`config.mk`:
```
export PLATFORM = sky130hd
export DESIGN_NAME = reorder_buffer
export DESIGN_NICKNAME = d
export VERILOG_FILES = /design/src/rtl/reorder_buffer.sv
export SDC_FILE = /design/constraint.sdc
export NUM_CORES = 1
export LEC_CHECK = 0
export ABC_AREA = 1
export CORE_MARGIN = 5
export CORE_UTILIZATION = 40
export DETAILED_ROUTE_END_ITERATION = 10
export PLACE_DENSITY_LB_ADDON = 0.25
export SETUP_SLACK_MARGIN = 0.1
export SLEW_MARGIN = 30
export SYNTH_ARGS = -nofsm -noshare
export SYNTH_HDL_FRONTEND = slang
export SYNTH_SLANG_ARGS = --single-unit
```
`constraint.sdc`:
```
create_clock -name clk -period 4 [get_ports clk]
set_input_delay 0.4 -clock clk [delete_from_list [all_inputs] [get_ports clk]]
set_output_delay 0.4 -clock clk [all_outputs]
set_load 0.05 [all_outputs]
```
`src/rtl/reorder_buffer.sv`:
```
// reorder_buffer: in-order completion tracker between rename/dispatch and the RAT.
//   Allocates up to MACHINE_WIDTH entries per cycle in program order and returns their ROB
//   addresses. It records writeback completion and retires up to RELEASE_PORTS completed head
//   entries per cycle through a registered retire interface.
// Ports:
//   clk, reset        clock; synchronous active-high reset
//   flush             discard every entry (overrides alloc, writeback and retire)
//   alloc_valid/dst   per-lane allocate request and destination arch reg (0 = none)
//   alloc_ready       allocation accepted this cycle (pre-retire occupancy based)
//   rob_addr_new      combinational ROB address per allocate lane
//   wb_valid/rob_addr writeback completion strobes
//   retire_valid/id/preg  registered retire lanes (valid, arch dst, ROB address)
//   empty             no live entries
// Optional feature macro ROB_EXCEPTION_EN adds wb_exc, exc_valid and exc_rob_addr. An excepting
//   head entry blocks retirement and raises a single exc_valid pulse until flush or reset.
module reorder_buffer #(
    parameter int unsigned ROB_DEPTH     = 16,
    parameter int unsigned MACHINE_WIDTH = 2,
    parameter int unsigned RELEASE_PORTS = 2,
    parameter int unsigned WB_PORTS      = 2,
    parameter int unsigned AREG_W        = 5,
    parameter int unsigned AW            = $clog2(ROB_DEPTH)
) (
    input  logic                            clk,
    input  logic                            reset,
    input  logic                            flush,
    input  logic [MACHINE_WIDTH-1:0]        alloc_valid,
    input  logic [MACHINE_WIDTH*AREG_W-1:0] alloc_dst,
    output logic                            alloc_ready,
    output logic [MACHINE_WIDTH*AW-1:0]     rob_addr_new,
    input  logic [WB_PORTS-1:0]             wb_valid,
    input  logic [WB_PORTS*AW-1:0]          wb_rob_addr,
`ifdef ROB_EXCEPTION_EN
    input  logic [WB_PORTS-1:0]             wb_exc,
    output logic                            exc_valid,
    output logic [AW-1:0]                   exc_rob_addr,
`endif
    output logic [RELEASE_PORTS-1:0]        retire_valid,
    output logic [RELEASE_PORTS*AREG_W-1:0] retire_id,
    output logic [RELEASE_PORTS*AW-1:0]     retire_preg,
    output logic                            empty
);

    localparam logic [AW:0] ALLOC_LIMIT = (AW+1)'(ROB_DEPTH - MACHINE_WIDTH);

    logic [ROB_DEPTH-1:0]            valid_q, valid_d;
    logic [ROB_DEPTH-1:0]            complete_q, complete_d;
    logic [AREG_W-1:0]               dst_q [ROB_DEPTH];
    logic [AREG_W-1:0]               dst_d [ROB_DEPTH];
    logic [AW-1:0]                   head_q, head_d, tail_q, tail_d;
    logic [AW:0]                     count_q, count_d;
    logic [RELEASE_PORTS-1:0]        retire_valid_q, retire_valid_d;
    logic [RELEASE_PORTS*AREG_W-1:0] retire_id_q, retire_id_d;
    logic [RELEASE_PORTS*AW-1:0]     retire_preg_q, retire_preg_d;
    logic [AW:0]                     nalloc, nretire;
    logic [RELEASE_PORTS-1:0]        retire_go;
`ifdef ROB_EXCEPTION_EN
    logic [ROB_DEPTH-1:0]            exc_q, exc_d;
    logic                            blocked_q, blocked_d;
    logic                            exc_valid_q, exc_valid_d;
    logic [AW-1:0]                   exc_rob_addr_q, exc_rob_addr_d;
    logic                            exc_hit;
    logic [AW-1:0]                   exc_hit_addr;
`endif

    // Allocation: lanes may be sparse, so each lane's address skips only older valid lanes.
    always_comb begin
        alloc_ready = !flush && (count_q <= ALLOC_LIMIT);
        nalloc      = '0;
        for (int i = 0; i < MACHINE_WIDTH; i++) begin
            rob_addr_new[i*AW +: AW] = tail_q + nalloc[AW-1:0];
            nalloc = nalloc + (AW+1)'(alloc_valid[i]);
        end
    end

    // Retire selection: an in-order chain from head that stops at the first non-retirable entry.
    always_comb begin
        logic          chain;
        logic [AW-1:0] idx;
`ifdef ROB_EXCEPTION_EN
        chain        = !blocked_q;
        exc_hit      = 1'b0;
        exc_hit_addr = '0;
`else
        chain        = 1'b1;
`endif
        idx       = '0;
        nretire   = '0;
        retire_go = '0;
        for (int j = 0; j < RELEASE_PORTS; j++) begin
            idx = head_q + AW'(j);
`ifdef ROB_EXCEPTION_EN
            if (chain && valid_q[idx] && complete_q[idx] && !exc_q[idx]) begin
`else
            if (chain && valid_q[idx] && complete_q[idx]) begin
`endif
                retire_go[j] = 1'b1;
                nretire      = nretire + 1'b1;
            end else begin
`ifdef ROB_EXCEPTION_EN
                // Only the oldest unretired entry may raise the exception.
                if (chain && valid_q[idx] && complete_q[idx]) begin
                    exc_hit      = 1'b1;
                    exc_hit_addr = idx;
                end
`endif
                chain = 1'b0;
            end
        end
    end

    always_comb begin
        logic [AW-1:0] idx;
        idx            = '0;
        valid_d        = valid_q;
        complete_d     = complete_q;
        dst_d          = dst_q;
        head_d         = head_q + nretire[AW-1:0];
        tail_d         = tail_q;
        count_d        = count_q + (alloc_ready ? nalloc : '0) - nretire;
        retire_valid_d = retire_go;
        retire_id_d    = '0;
        retire_preg_d  = '0;
`ifdef ROB_EXCEPTION_EN
        exc_d          = exc_q;
        blocked_d      = blocked_q | exc_hit;
        exc_valid_d    = exc_hit;
        exc_rob_addr_d = exc_hit ? exc_hit_addr : exc_rob_addr_q;
`endif
        if (alloc_ready) begin
            for (int i = 0; i < MACHINE_WIDTH; i++) begin
                if (alloc_valid[i]) begin
                    idx             = rob_addr_new[i*AW +: AW];
                    valid_d[idx]    = 1'b1;
                    complete_d[idx] = 1'b0;
                    dst_d[idx]      = alloc_dst[i*AREG_W +: AREG_W];
`ifdef ROB_EXCEPTION_EN
                    exc_d[idx]      = 1'b0;
`endif
                end
            end
            tail_d = tail_q + nalloc[AW-1:0];
        end
        // Writebacks to free slots are dropped; valid_q excludes slots allocated this cycle.
        for (int k = 0; k < WB_PORTS; k++) begin
            idx = wb_rob_addr[k*AW +: AW];
            if (wb_valid[k] && valid_q[idx]) begin
                complete_d[idx] = 1'b1;
`ifdef ROB_EXCEPTION_EN
                exc_d[idx]      = exc_d[idx] | wb_exc[k];
`endif
            end
        end
        for (int j = 0; j < RELEASE_PORTS; j++) begin
            idx = head_q + AW'(j);
            retire_id_d[j*AREG_W +: AREG_W] = dst_q[idx];
            retire_preg_d[j*AW +: AW]       = idx;
            if (retire_go[j]) begin
                valid_d[idx] = 1'b0;
            end
        end
        if (flush) begin
            valid_d        = '0;
            complete_d     = '0;
            head_d         = '0;
            tail_d         = '0;
            count_d        = '0;
            retire_valid_d = '0;
`ifdef ROB_EXCEPTION_EN
            exc_d          = '0;
            blocked_d      = 1'b0;
            exc_valid_d    = 1'b0;
            exc_rob_addr_d = exc_rob_addr_q;
`endif
        end
    end

    always_ff @(posedge clk) begin
        if (reset) begin
            valid_q        <= '0;
            complete_q     <= '0;
            dst_q          <= '{default: '0};
            head_q         <= '0;
            tail_q         <= '0;
            count_q        <= '0;
            retire_valid_q <= '0;
            retire_id_q    <= '0;
            retire_preg_q  <= '0;
`ifdef ROB_EXCEPTION_EN
            exc_q          <= '0;
            blocked_q      <= 1'b0;
            exc_valid_q    <= 1'b0;
            exc_rob_addr_q <= '0;
`endif
        end else begin
            valid_q        <= valid_d;
            complete_q     <= complete_d;
            dst_q          <= dst_d;
            head_q         <= head_d;
            tail_q         <= tail_d;
            count_q        <= count_d;
            retire_valid_q <= retire_valid_d;
            retire_id_q    <= retire_id_d;
            retire_preg_q  <= retire_preg_d;
`ifdef ROB_EXCEPTION_EN
            exc_q          <= exc_d;
            blocked_q      <= blocked_d;
            exc_valid_q    <= exc_valid_d;
            exc_rob_addr_q <= exc_rob_addr_d;
`endif
        end
    end

    assign retire_valid = retire_valid_q;
    assign retire_id    = retire_id_q;
    assign retire_preg  = retire_preg_q;
    assign empty        = (count_q == '0);
`ifdef ROB_EXCEPTION_EN
    assign exc_valid    = exc_valid_q;
    assign exc_rob_addr = exc_rob_addr_q;
`endif

endmodule

```
==> impl_metrics.toml <==
[outcome]
status = "finished, final reports clean"

[routing]
firstDrtPassIters = 5
ant_nets = 0
drt_iter0_drc = 1165
drc = 0
route.detailed.wl_per_inst_um = 17.3
routed_wl_mm = 34.8
vias = 10800
viasPerCell = 5.36

[synth]
seq_area_frac_synth = 0.296
ys_async_sr_fraction = 0
syn_inst = 1672
syn_area_um2 = 9810
synth_area_per_cell_um2 = 5.87
synth_seq_cells = 145
ys_types = 31
ys_warn_count = 0
synth-edff-count = 0
syn_nets = 1721
synth_flop_cell = "dfxtp_1"

[clock_network]
cts_buffer_depth = 2
cts_buffers = 17
clk_latency_ns = 0.43
cts_root_buf = "clkbuf_16"
cts-hold-fix-buffers = 0
htree_levels = 4
clkTransAtPathRegs_ns = 0.06
cts_tree = "done"
clkSinkCount = 145

[setup_path]
worstSetupStartpointType = "flop"
cp_data_required_time_ns = 4.36
cp-end-kind = "flop"
crit_chain = "inv_1 > ha_2 > inv_2 > nand3_1 > nand2_1 > nand2_1 > nand2_1 > nor2_1 > nor2_2 > nand3_1 > inv_1 > ha_1 > ha_1 > inv_1 > ha_1 > fa_1 > nand2_1 > a21oi_1 > nor2_1 > o21ai_0 > a21oi_1"
ff2ff_path_depth = 21
cp-startpoint = "head_q[1]$_SDFF_PP0_"
crit_fanout = 10
path_class = "flop to flop"
slowest_stage = "dfxtp_1"
cp-endpoint = "count_q[4]$_SDFF_PP0_"
rrSetupSlack_ns = 0.41
rr_startpoint = "head_q[1]$_SDFF_PP0_"
slowest_delay_ns = 0.52
reg2reg_to = "count_q[4]$_SDFF_PP0_"
critPathArrivalTime_ns = 3.95
path_common_cell = "nand2_1"

[placed_design]
place.gp.congestion = 0.914
place_area_um2 = 10500
dp_hpwl_mm = 24.2
portBuffers = 54
dp_slack_ns = 0.318

[finish]
area_delta_synth_final_pct = 13.1
regArea_um2 = 2910
n_fill_cell = 2599
drive_above_1_share = 0.0427
layout.nets = 1721
final_common_cell = "nand2_1"
multi_input_area_um2 = 5570
final_area_um2 = 11100
final_cell_mix = "nand2_1 (454), o21ai_0 (250), inv_1 (224)"

[global_route]
track_usage = 0.244
overflow = 0
antenna_found_initial = 0
grt_pass1_vias = 9522
grt_max_degree = 83
grt_pass1_wl_mm = 53.7

[floorplan]
die-width_um = 167
core_um2 = 24200
die_y_um = 167
num_io_pins = 55
start_util = 0.405
dieArea_um2 = 27800
num_rows = 57

[power_and_ir_drop]
power_density_nw_per_um2 = 316
power.total_mw = 3.51
p_leak_nw = 4.70
peakVddDrop_mv = 0.238

[timing]
hold_viol_final = 0
slew_headroom = 0.357
rsz0062_at_grt = "no"
max_freq_mhz = 278
min_period_over_period = 0.898
fin_crit_ns = 3.59
worst_pin_slew_ns = 0.961
setup_ws_ns = 0.409
setup_viol = 0
whs_ns = 0.465
fin_setup_tns_ns = 0
drv_slew = 0
fin_skew_ns = 0.0138

[worst_hold_path]
hp-class = "flop to flop"

[run]
cap_violations = 0
[layout make-up]
type                       count  area share
multi-input combinational   1186       0.502
sequential                   145       0.262
inverter                     246      0.0832
timing repair buffer          76      0.0636
clock buffer                  20      0.0411
tap                          324      0.0365
clock inverter                12      0.0117
antenna                        1    0.000225
[worst max-delay path: cells and delay by family, from the launching register on]
kind	cells	cell delay (ns)
flip-flops	1	0.52
adder cells (fa/ha/maj)	5	1.66
AND/OR/NAND/NOR	9	0.74
AO/OA/AOI/OAI	3	0.27
buffers and inverters	4	0.35
[synth_stat cells, types with 17 or more instances]
cell | n | share of area
buf_2 | 41 | 0.021
dfxtp_1 | 145 | 0.30
nand3_1 | 78 | 0.040
nand4_1 | 28 | 0.018
inv_1 | 225 | 0.086
clkbuf_1 | 41 | 0.016
nand2_1 | 454 | 0.17
nor3_1 | 17 | 0.0087
ha_1 | 22 | 0.028
nor2_1 | 97 | 0.037
o21ai_0 | 250 | 0.13
clkinv_1 | 19 | 0.0073
a21oi_1 | 204 | 0.10
[sequential cells by signal (all words and copies together), names as in the netlist]
register      flops
valid_q          16
tail_q            4
retire_preg       8
count_q           5
retire_valid      2
retire_id        10
head_q            4
complete_q       16
dst_q            80
[through the flow]
stage / std cells / util
6_report: 2010 / 0.458
5_1_grt: 2009 / 0.458
4_1_cts: 2009 / 0.458
3_5_place_dp: 1977 / 0.433
3_3_place_gp: 1977 / 0.433
2_1_floorplan: 1672 / -
[how the worst min path moves through the flow]
stage                     depth (start not counted)                     end                   start  slack, ns
after floorplan                                   2   dst_q[0]$_SDFFE_PP0P_   dst_q[0]$_SDFFE_PP0P_       0.44
after global placement                            2  dst_q[19]$_SDFFE_PP0P_  dst_q[19]$_SDFFE_PP0P_       0.45
after detailed placement                          2   dst_q[9]$_SDFFE_PP0P_   dst_q[9]$_SDFFE_PP0P_       0.46
after CTS                                         2  dst_q[65]$_SDFFE_PP0P_  dst_q[65]$_SDFFE_PP0P_       0.46
after global routing                              2  dst_q[56]$_SDFFE_PP0P_  dst_q[56]$_SDFFE_PP0P_       0.48
final                                             2   dst_q[9]$_SDFFE_PP0P_   dst_q[9]$_SDFFE_PP0P_       0.47
[cell families (layout without fill, tap and decap cells)]
logic type / Yosys count / in the layout / synth area share
adder cells (fa/ha/maj): 24 / 24 / 0.0321
XOR/XNOR: 7 / 7 / 0.00854
flip-flops: 145 / 145 / 0.296
AO/OA/AOI/OAI: 470 / 470 / 0.242
AND/OR/NAND/NOR: 685 / 685 / 0.285
buffers and inverters: 341 / 354 / 0.137
other: 0 / 1 / 0
[routing by layer]
metal,global-route usage,part of all wire,vias up
met4,0.0943,0.031,0
met2,0.366,0.42,502
met5,0,0,-
li1,-,-,5358
met1,0.347,0.44,4851
met3,0.0455,0.10,63
[where the power goes]
group / switching, mW / internal [mW] / total (mW)
Sequential: 0.0178 / 1.47 / 1.49
Combinational: 0.278 / 0.122 / 0.400
Clock: 0.668 / 0.953 / 1.62
Total: 0.964 / 2.55 / 3.51
[what timing repair did]
item	CTS	global route
setup buffers	0	0
resized for setup	0	2
endpoints found under the setup margin	0	1
(Power assumes the default switching activity.)
